## config.mk

```make
export PLATFORM = sky130hd
export DESIGN_NAME = button_command_sequencer
export DESIGN_NICKNAME = d
export VERILOG_FILES = /design/src/rtl/btn_seq_pkg.sv /design/src/rtl/btn_priority_picker.sv /design/src/rtl/button_command_sequencer.sv
export SDC_FILE = /design/constraint.sdc
export NUM_CORES = 1
export LEC_CHECK = 0
export ABC_AREA = 0
export BUFFER_PORTS_ARGS = -buffer_cell sky130_fd_sc_hd__buf_2
export CAP_MARGIN = 20
export CORE_ASPECT_RATIO = 1.4
export CORE_MARGIN = 1.5
export CORE_UTILIZATION = 40
export DETAILED_ROUTE_END_ITERATION = 16
export HOLD_SLACK_MARGIN = 0.02
export MAX_ROUTING_LAYER = met4
export SYNTH_ARGS = -nofsm -noshare
export SYNTH_HDL_FRONTEND = slang
export SYNTH_SLANG_ARGS = --single-unit
```

## constraint.sdc

```tcl
create_clock -name clock -period 4.48 [get_ports clock]
set_input_delay 0.896 -clock clock [delete_from_list [all_inputs] [get_ports clock]]
set_output_delay 0.896 -clock clock [all_outputs]
set_load 0.01 [all_outputs]
```

## src/rtl/btn_seq_pkg.sv

```systemverilog
// Shared definitions for the button command sequencer: FSM state encodings
// and the width of the holdoff down-counter.
package btn_seq_pkg;

  // Sequencer states. All four encodings are used; the FSM still falls back
  // to StIdle from any value it does not recognise.
  typedef enum logic [1:0] {
    StIdle    = 2'd0,
    StAck     = 2'd1,
    StIssue   = 2'd2,
    StHoldoff = 2'd3
  } seq_state_e;

  // Holdoff counter width; covers HOLDOFF_CYCLES up to 255.
  localparam int unsigned HoldCntW = 8;

endpackage

```

## src/rtl/btn_priority_picker.sv

```systemverilog
// Combinational request picker. Scans the request vector starting at
// (ptr + 1) mod NUM_BUTTONS and returns the first requesting index. Passing
// ptr = NUM_BUTTONS-1 gives plain lowest-index-wins priority.
module btn_priority_picker
  import btn_seq_pkg::*;
#(
  parameter int unsigned NUM_BUTTONS = 4,
  parameter int unsigned ID_W        = 2
) (
  input  logic [NUM_BUTTONS-1:0] req,
  input  logic [ID_W-1:0]        ptr,
  output logic [ID_W-1:0]        winner,
  output logic                   any_req
);

  // One extra bit so ptr + 1 + k never wraps before the modulo fold.
  localparam int unsigned CandW = ID_W + 1;
  localparam logic [CandW-1:0] NumB = CandW'(NUM_BUTTONS);

  logic [CandW-1:0] cand;

  // Walk the candidates in search order; the first requester wins.
  always_comb begin
    winner  = '0;
    any_req = 1'b0;
    cand    = '0;
    for (int k = 0; k < int'(NUM_BUTTONS); k++) begin
      cand = {1'b0, ptr} + CandW'(k + 1);
      if (cand >= NumB) begin
        cand = cand - NumB;
      end
      // Shift-and-mask avoids indexing req with a wider select.
      if (!any_req && (|(req & (NUM_BUTTONS'(1) << cand)))) begin
        winner  = cand[ID_W-1:0];
        any_req = 1'b1;
      end
    end
  end

endmodule

```

## src/rtl/button_command_sequencer.sv

```systemverilog
// Button command sequencer: arbitrates detector wasPressed flags, acks one
// detector per grant, issues a valid/ready command carrying the winning index,
// then enforces a holdoff gap before the next grant.
// Build option: define BTN_ARB_ROUND_ROBIN_EN for round-robin arbitration;
// without it, fixed priority (lowest index wins) and no pointer register.
module button_command_sequencer
  import btn_seq_pkg::*;
#(
  parameter int unsigned NUM_BUTTONS    = 4,
  parameter int unsigned ID_W           = 2,
  parameter int unsigned HOLDOFF_CYCLES = 8
) (
  input  logic                   clock,
  input  logic                   reset,
  input  logic [NUM_BUTTONS-1:0] wasPressed,
  output logic [NUM_BUTTONS-1:0] ackPress,
  output logic                   cmdValid,
  output logic [ID_W-1:0]        cmdId,
  input  logic                   cmdReady,
  output logic                   busy
);

  localparam logic [HoldCntW-1:0] HoldLoad = HoldCntW'(HOLDOFF_CYCLES);
  localparam logic [ID_W-1:0]     LastIdx  = ID_W'(NUM_BUTTONS - 1);

  seq_state_e          state_q, state_d;
  logic [ID_W-1:0]     grant_q, grant_d;
  logic [HoldCntW-1:0] hold_q,  hold_d;

  logic [ID_W-1:0]     search_ptr;
  logic [ID_W-1:0]     pick_id;
  logic                pick_any;

`ifdef BTN_ARB_ROUND_ROBIN_EN
  logic [ID_W-1:0] rr_q;

  // Round-robin pointer: remembers the last grant, updated on entry to StAck.
  always_ff @(posedge clock or posedge reset) begin
    if (reset) begin
      rr_q <= LastIdx;
    end else if ((state_q == StIdle) && pick_any) begin
      rr_q <= pick_id;
    end
  end

  assign search_ptr = rr_q;
`else
  // Fixed priority: searching from LastIdx + 1 means index 0 always goes first.
  assign search_ptr = LastIdx;
`endif

  btn_priority_picker #(
    .NUM_BUTTONS (NUM_BUTTONS),
    .ID_W        (ID_W)
  ) u_picker (
    .req     (wasPressed),
    .ptr     (search_ptr),
    .winner  (pick_id),
    .any_req (pick_any)
  );

  // State, grant and holdoff counter registers.
  always_ff @(posedge clock or posedge reset) begin
    if (reset) begin
      state_q <= StIdle;
      grant_q <= '0;
      hold_q  <= '0;
    end else begin
      state_q <= state_d;
      grant_q <= grant_d;
      hold_q  <= hold_d;
    end
  end

  // Next-state logic: grant in StIdle, one ack cycle, wait for the handshake,
  // then count the holdoff gap down to 1 before returning to StIdle.
  always_comb begin
    state_d = state_q;
    grant_d = grant_q;
    hold_d  = hold_q;
    case (state_q)
      StIdle: begin
        if (pick_any) begin
          grant_d = pick_id;
          state_d = StAck;
        end
      end
      StAck: begin
        state_d = StIssue;
      end
      StIssue: begin
        // cmdValid is high for the whole of StIssue, so cmdReady alone is the handshake.
        if (cmdReady) begin
          if (HOLDOFF_CYCLES == 0) begin
            state_d = StIdle;
          end else begin
            state_d = StHoldoff;
            hold_d  = HoldLoad;
          end
        end
      end
      StHoldoff: begin
        // Exiting on <= 1 also recovers from a zero count that should never occur.
        if (hold_q <= HoldCntW'(1)) begin
          state_d = StIdle;
          hold_d  = '0;
        end else begin
          hold_d = hold_q - HoldCntW'(1);
        end
      end
      default: begin
        state_d = StIdle;
      end
    endcase
  end

  // Moore outputs decoded from registered state and grant only.
  always_comb begin
    ackPress = '0;
    cmdValid = 1'b0;
    cmdId    = '0;
    busy     = 1'b1;
    case (state_q)
      StIdle: begin
        busy = 1'b0;
      end
      StAck: begin
        ackPress = NUM_BUTTONS'(1) << grant_q;
      end
      StIssue: begin
        cmdValid = 1'b1;
        cmdId    = grant_q;
      end
      StHoldoff: begin
        busy = 1'b1;
      end
      default: begin
        busy = 1'b0;
      end
    endcase
  end

endmodule

```

==> impl_metrics.tcl, run 1 <==
set metrics [dict create \
    cts-root-buf "clkbuf_4" \
    setup_tns_ns 0 \
    n_antenna_cell 0 \
    slowest_stage "dfrtp_1" \
    drv_slew 0 \
    clk_pin_slew_ns 0.08 \
    syn-cell-area_sq_um 818 \
    powerDensity_nw_per_um2 686 \
    peakVddDrop_mv 0.375 \
    startpoint "state_q[0]" \
    yosysUniqueCellTypes 33 \
    grt_max_degree 13 \
    grt_use_total_pct 19.0 \
    dp_cells 125 \
    grt.overflow.total 0 \
    drv_cap 0 \
    tightest_slew_ns 0.546 \
    final_common_cell "nor2_1" \
    finClkSkew_ns 0.00281 \
    power.leakage_nw 0.444 \
    synth_seq_cells 12 \
    via_count 689 \
    finalHoldViolations 0 \
    period_minus_slack_ns 2.35 \
    clock_path_buffers 2 \
    layout_common_cells "15 x nor2_1, 14 x buf_2, 12 x dfrtp_1, 11 x inv_1, 9 x nand2_1" \
    regToRegEndpoint "state_q[1]" \
    h-tree-depth 1 \
    grt_pass1_vias 657 \
    stdcell_count 129 \
    hold_slack_ns 0.554 \
    dp_hpwl_mm 1.41 \
    io_buffers 14 \
    ios 15 \
    design.core.area_sq_um 1950 \
    antenna_found_initial 0 \
    grt_setup_unrepaired "no" \
    nets 122 \
    synth_ff_type "dfrtp_1" \
    crit_path_max_fanout 9 \
    layout-drive-gt1-share_pct 22.2 \
    initial_core_util_pct 42.0 \
    drt_first_pass_iters 4 \
    cts_buffers 3 \
    critPathMaxStageDelay_ns 0.42 \
    relSlewSlack_pct 63.3 \
    period_share_pct 52.4 \
    gp_congestion 0.824 \
    row_count 19 \
    setup_viol 0 \
    path_class "flop to output port" \
    grt_pass1_wl_mm 2.89 \
    fmax_mhz 426 \
    cp_data_required_time_ns 3.58 \
    viasPerCell 5.34 \
    ys_async_sr_fraction_pct 100 \
    syn_nets 105 \
    fp.dieW_microns 41.2 \
    synthCells 92 \
    ys_seq_area_share_pct 36.7 \
    fin_ws_ns 2.13 \
    cts_tree "built" \
    ff2ff_setup_slack_ns 2.39 \
    rr_startpoint "hold_q[1]" \
    cts_resized 0 \
    cp.arrival_ns 1.45 \
    synthToLayoutAreaGrowth_pct 14.4 \
    cp-endpoint "cmdId[1]" \
    min_path_type "flop to flop" \
    clkSinkCount 12 \
    die-area_sq_um 2330 \
    die_h_microns 56.5 \
    critPathLaunchType "flop" \
    power.total_mw 0.642 \
    cp_cell_sequence "inv_1 > ha_1 > and2_1 > buf_2" \
    synth_warnings 0 \
    ctsHoldBuffers 0 \
    postCtsSetupBuffers 0 \
    wl_per_cell_microns 13.9 \
    synth_edf_count 0 \
    reg2reg_depth 6 \
    syn_area_per_cell_sq_um 8.89 \
    drt_iter0_drc 17 \
    drt-total-wl_mm 1.79 \
    pre_cts_slack_ns 2.32 \
    crit_path_end_kind "output port" \
    drtAntennaViolNets 0 \
    insertion_delay_ns 0.28 \
    drc 0 \
    outcome "completed" \
]
## cell usage after synthesis (all sizes together), types with 2 or more instances
cell type	number	area, sq um
nor4	2	12.5
ha	6	75.1
o22ai	2	12.5
o31ai	2	15.0
nand2b	2	12.5
mux2	2	26.3
dfrtp	12	300
o22a	2	17.5
nand2	9	33.8
or2	2	12.5
and2	2	12.5
inv	11	41.3
a21oi	5	25.0
o21ai	3	15.0
nor2	15	56.3
## cells by family after synthesis
group / after synthesis / share of synthesized area, %
buf+inv: 13 / 6.88
simple gates: 37 / 22.2
fa+ha+maj: 6 / 9.17
mux: 3 / 4.43
flops: 12 / 36.7
compound gates: 21 / 20.6
## worst max-delay path: cells and delay by family, from the launching register on
kind	cells	cell delay, ns
DFF	1	0.42
adders and majority gates	1	0.36
buffers and inverters	2	0.21
and+or+nand+nor	1	0.18
## per-stage QoR
| stage | util, % | instance area (sq um) |
|---|---|---|
| after floorplan | - | 818 |
| after global placement | 46.1 | 900 |
| after detailed placement | 46.1 | 900 |
| after CTS | 48.0 | 936 |
| after global routing | 48.0 | 936 |
| final | 48.0 | 936 |
## state kept, by name, indices dropped and copies added, names as in the netlist
register,cells
grant_q,2
state_q,2
hold_q,8
## how the worst min path moves through the flow
stage | startpoint | slack, ns | depth (start not counted) | end
finish | hold_q[6] | 0.55 | 2 | hold_q[6]
global route | hold_q[0] | 0.58 | 1 | hold_q[0]
CTS | hold_q[4] | 0.56 | 1 | hold_q[4]
detailed placement | hold_q[0] | 0.54 | 1 | hold_q[0]
global placement | hold_q[0] | 0.54 | 1 | hold_q[0]
floorplan | hold_q[0] | 0.51 | 1 | hold_q[0]
## layout make-up
class,instances,area [sq um]
Fill cell,204,1010
Multi-Input combinational cell,67,462
Sequential cell,12,300
Timing Repair Buffer,14,70.1
Inverter,11,41.3
Clock buffer,4,36.3
Tap cell,21,26.3
## layer usage
| metal | GRT usage, % | share of wire, % | vias up |
|---|---|---|---|
| li1 | - | - | 354 |
| met1 | 22.8 | 41 | 317 |
| met2 | 28.8 | 54 | 11 |
| met3 | 2.37 | 1.9 | 7 |
| met4 | 11.1 | 3.0 | 0 |
| met5 | - | 0 | - |
## report_power, final
group	total, mW	internal, mW	leakage [nW]	switching, mW
Sequential	0.193	0.147	0.151	0.0456
Clock	0.0904	0.0494	0.0210	0.0410
Combinational	0.358	0.164	0.272	0.194
No activity file was read; power rests on OpenSTA's default activity.
==> run 2: changes to the inputs <==
clock period = 2.3 ns   (was 4.48 ns; I/O delays follow)
==> run 2 against run 1 <==
Via count up 5.8%; total power up 96%; clock power up 89%; cell count up 0.78%; critical path depth up 2; utilization up 0.39 points; routed wire length up 0.45%; critical endpoint is now state_q[1]; highest routed layer unchanged.
==> impl_metrics.tcl, run 2 (synthesis results as in run 1) <==
set metrics [dict create \
    outcome "completed" \
    die_h_microns 56.5 \
    final_common_cell "nor2_1" \
    grt.overflow.total 0 \
    fin_ws_ns 0.308 \
    cp_cell_sequence "inv_1 > ha_1 > nor2_1 > o41a_1 > a311oi_4 > mux2_4" \
    crit_buf_inv 1 \
    cts-root-buf "clkbuf_4" \
    largest_register_ffs 8 \
    relSlewSlack_pct 63.4 \
    row_count 19 \
    ff2ff_setup_slack_ns 0.31 \
    wl_per_cell_microns 13.8 \
    clkSinkCount 12 \
    grt_pass1_vias 662 \
    via_count 729 \
    io_buffers 14 \
    grt_setup_unrepaired "no" \
    post-route-util_pct 48.4 \
    grt_pass1_wl_mm 2.91 \
    period_share_pct 86.6 \
    layout-drive-gt1-share_pct 22.9 \
    path_class "flop to flop" \
    power.total_mw 1.26 \
    drv_cap 0 \
    finalHoldViolations 0 \
    setup_viol 0 \
    pre_cts_slack_ns 0.323 \
    drt_first_pass_iters 4 \
    drv_slew 0 \
    ctsHoldBuffers 0 \
    cts_buffers 3 \
    layout_common_cells "15 x nor2_1, 14 x buf_2, 12 x dfrtp_1, 11 x inv_1, 9 x nand2_1" \
    peakVddDrop_mv 0.768 \
    period_minus_slack_ns 1.99 \
    grt_max_degree 13 \
    n_antenna_cell 0 \
    critPathLaunchType "flop" \
    insertion_delay_ns 0.27 \
    drtAntennaViolNets 0 \
    fmax_mhz 502 \
    powerDensity_nw_per_um2 1340 \
    tightest_slew_ns 0.544 \
    grt_use_total_pct 18.8 \
    top_regs "hold_q (8), grant_q (2), state_q (2)" \
    nets 123 \
    finClkSkew_ns 0.00586 \
    slowest_stage "dfrtp_1" \
    ios 15 \
    critPathTopFamily "compound AO/OA/AOI/OAI gates" \
    reg2reg_depth 6 \
    viasPerCell 5.61 \
    clock_path_buffers 2 \
    setup_tns_ns 0 \
    rr_startpoint "hold_q[0]" \
    dp_cells 126 \
    largest-register "hold_q" \
    initial_core_util_pct 42.0 \
    fp.dieW_microns 41.2 \
    fillers 189 \
    cp_data_required_time_ns 2.47 \
    power.leakage_nw 0.450 \
    drc 0 \
    cts_tree "built" \
    synthToLayoutAreaGrowth_pct 15.3 \
    crit_path_end_kind "flop" \
    critPathMaxStageDelay_ns 0.45 \
    postCtsSetupBuffers 0 \
    crit_path_max_fanout 6 \
    cp.arrival_ns 2.16 \
    drt-total-wl_mm 1.80 \
    min_path_type "input port to asynchronous set/reset pin" \
    antenna_found_initial 0 \
    cts_resized 0 \
    gp_congestion 0.873 \
    clk_pin_slew_ns 0.08 \
    h-tree-depth 1 \
    design_area_sq_um 943 \
    placed_cell_area_sq_um 907 \
    regToRegEndpoint "state_q[1]" \
    stdcell_count 130 \
    design.core.area_sq_um 1950 \
    hold_slack_ns 0.192 \
    dp_hpwl_mm 1.40 \
    drt_iter0_drc 26 \
    die-area_sq_um 2330 \
]
run 2: cell count changes in the layout (fill, tap and decap cells not counted), sizes merged:
cell	previous run	this run
buf	14	15
run 2: layer usage:
layer	global-route usage, %	vias to the layer above	routed length, microns	part of all wire (%)
met1	21.2	352	742	41
li1	-	358	-	-
met2	31.0	15	975	54
met5	-	-	0	0
met3	3.56	4	50	2.8
met4	6.91	0	29	1.6
run 2: how the worst max path moves through the flow:
stage	startpoint	slack (ns)	depth (start not counted)	end
final	hold_q[0]	0.31	6	state_q[1]
after global routing	hold_q[0]	0.21	6	state_q[1]
after CTS	hold_q[0]	0.31	6	state_q[1]
after detailed placement	hold_q[0]	0.32	6	state_q[1]
after global placement	hold_q[0]	0.33	6	state_q[1]
after floorplan	hold_q[0]	0.39	7	state_q[1]
run 2: where the power goes:
part	internal (mW)	switching (mW)	total, mW
sequential	0.287	0.0903	0.378
combinational	0.331	0.382	0.713
clock	0.0961	0.0747	0.171
total	0.715	0.547	1.26
run 2: cell type report:
class | instances | area (sq um) | share of cell area [%]
Multi-Input combinational cell | 67 | 462 | 48.9
Sequential cell | 12 | 300 | 31.8
Timing Repair Buffer | 15 | 77.6 | 8.22
Inverter | 11 | 41.3 | 4.38
Clock buffer | 4 | 36.3 | 3.85
Tap cell | 21 | 26.3 | 2.79
==> run 3: changes to the inputs <==
REMOVE_ABC_BUFFERS = 1   (was not set)
==> run 3 against run 2 <==
Clock power is essentially flat; via count shrank 2.1%; total power shrank 0.12%; maximum frequency shrank 1.1%; setup slack lost 0.022 ns; utilization is the same; design area is the same.
==> impl_metrics.tcl, run 3 (synthesis results as in run 1) <==
set metrics [dict create \
    grt.overflow.total 0 \
    die_h_microns 56.5 \
    drt_iter0_drc 11 \
    cts_resized 0 \
    grt_max_degree 13 \
    layout_common_cells "15 x nor2_1, 14 x buf_2, 12 x dfrtp_1, 11 x inv_1, 9 x nand2_1" \
    ios 15 \
    drv_slew 0 \
    tightest_slew_ns 0.584 \
    peakVddDrop_mv 0.791 \
    regToRegEndpoint "state_q[1]" \
    antenna_found_initial 0 \
    grt_setup_unrepaired "no" \
    drt_first_pass_iters 4 \
    grt_use_total_pct 18.4 \
    fp.dieW_microns 41.2 \
    largest_register_ffs 8 \
    grt_pass1_vias 691 \
    stdcell_count 130 \
    drtAntennaViolNets 0 \
    synthToLayoutAreaGrowth_pct 15.3 \
    insertion_delay_ns 0.28 \
    power.leakage_nw 0.450 \
    initial_core_util_pct 42.0 \
    cts_buffers 3 \
    largest-register "hold_q" \
    path_class "flop to flop" \
    setup_tns_ns 0 \
    dp_cells 126 \
    crit_path_max_fanout 6 \
    drc 0 \
    ff2ff_setup_slack_ns 0.29 \
    period_share_pct 87.5 \
    outcome "completed" \
    relSlewSlack_pct 60.7 \
    cp_data_required_time_ns 2.47 \
    postCtsSetupBuffers 0 \
    nets 123 \
    row_count 19 \
    crit_path_end_kind "flop" \
    wl_per_cell_microns 13.6 \
    ctsHoldBuffers 0 \
    top_regs "hold_q (8), grant_q (2), state_q (2)" \
    clk_pin_slew_ns 0.08 \
    io_buffers 14 \
    period_minus_slack_ns 2.01 \
    drv_cap 0 \
    fmax_mhz 497 \
    gp_congestion 0.816 \
    setup_viol 0 \
    design.core.area_sq_um 1950 \
    clock_path_buffers 2 \
    via_count 714 \
    powerDensity_nw_per_um2 1340 \
    viasPerCell 5.49 \
    critPathLaunchType "flop" \
    reg2reg_depth 6 \
    drt-total-wl_mm 1.76 \
    cts-root-buf "clkbuf_4" \
    clkSinkCount 12 \
    die-area_sq_um 2330 \
    finalHoldViolations 0 \
    rr_startpoint "hold_q[0]" \
    final_common_cell "nor2_1" \
    dp_hpwl_mm 1.37 \
    n_antenna_cell 0 \
    cp.arrival_ns 2.18 \
    min_path_type "input port to asynchronous set/reset pin" \
    finClkSkew_ns 0.00730 \
    cts_tree "built" \
    layout-drive-gt1-share_pct 22.9 \
    h-tree-depth 1 \
    grt_pass1_wl_mm 2.80 \
]
-- run 3: cell counts in the layout (fill, tap and decap cells not counted) --
Identical to the previous run, type by type.
-- run 3: layer usage --
layer  global-route usage, %  share of wire [%]  routed length [microns]  up-vias
li1                        -                  -                        -      357
met2                    31.5                 56                      992       12
met5                       -                  0                        0        -
met3                    2.37                2.7                       48        4
met4                    11.1                1.9                       34        0
met1                    17.7                 39                      688      341
-- run 3: report_power, final --
part           switching, mW  internal (mW)  total [mW]
combinational          0.381          0.330       0.711
clock                 0.0781         0.0964       0.174
sequential            0.0867          0.287       0.374
-- run 3: area by class of cell --
class / instances / area [sq um]
well taps: 21 / 26.3
inverters: 11 / 41.3
repair buffers: 15 / 77.6
fillers: 193 / 1010
multi-input cells: 67 / 462
clock buffers: 4 / 36.3
flip-flops and latches: 12 / 300
-- run 3: how the worst max path moves through the flow --
stage	from	to	slack, ns	depth (start not counted)
2_1_floorplan	hold_q[0]	state_q[1]	0.36	6
4_1_cts	hold_q[0]	state_q[1]	0.28	6
6_report	hold_q[0]	state_q[1]	0.29	6
3_5_place_dp	hold_q[0]	state_q[1]	0.31	6
5_1_grt	hold_q[0]	state_q[1]	0.24	6
3_3_place_gp	hold_q[0]	state_q[1]	0.32	6
-- run 3: stage by stage --
step	worst slack [ns]	cell area [sq um]	utilization (%)	power, mW	hold slack (ns)
after detailed placement	0.307	907	46.5	1.09	0.510
after CTS	0.281	943	48.4	1.27	0.196
final	0.287	943	48.4	1.26	0.179
after global placement	0.323	907	46.5	1.08	0.502
after floorplan	0.362	803	-	0.898	0.325
after global routing	0.241	943	48.4	1.36	0.229
-- run 3: worst max-delay path, cell delays in order (launching register included) --
cell and delay, ns:
dfrtp_1 0.45, inv_1 0.08, ha_1 0.23, nor2_1 0.08
o41a_1 0.42, a311oi_4 0.29, mux2_4 0.33
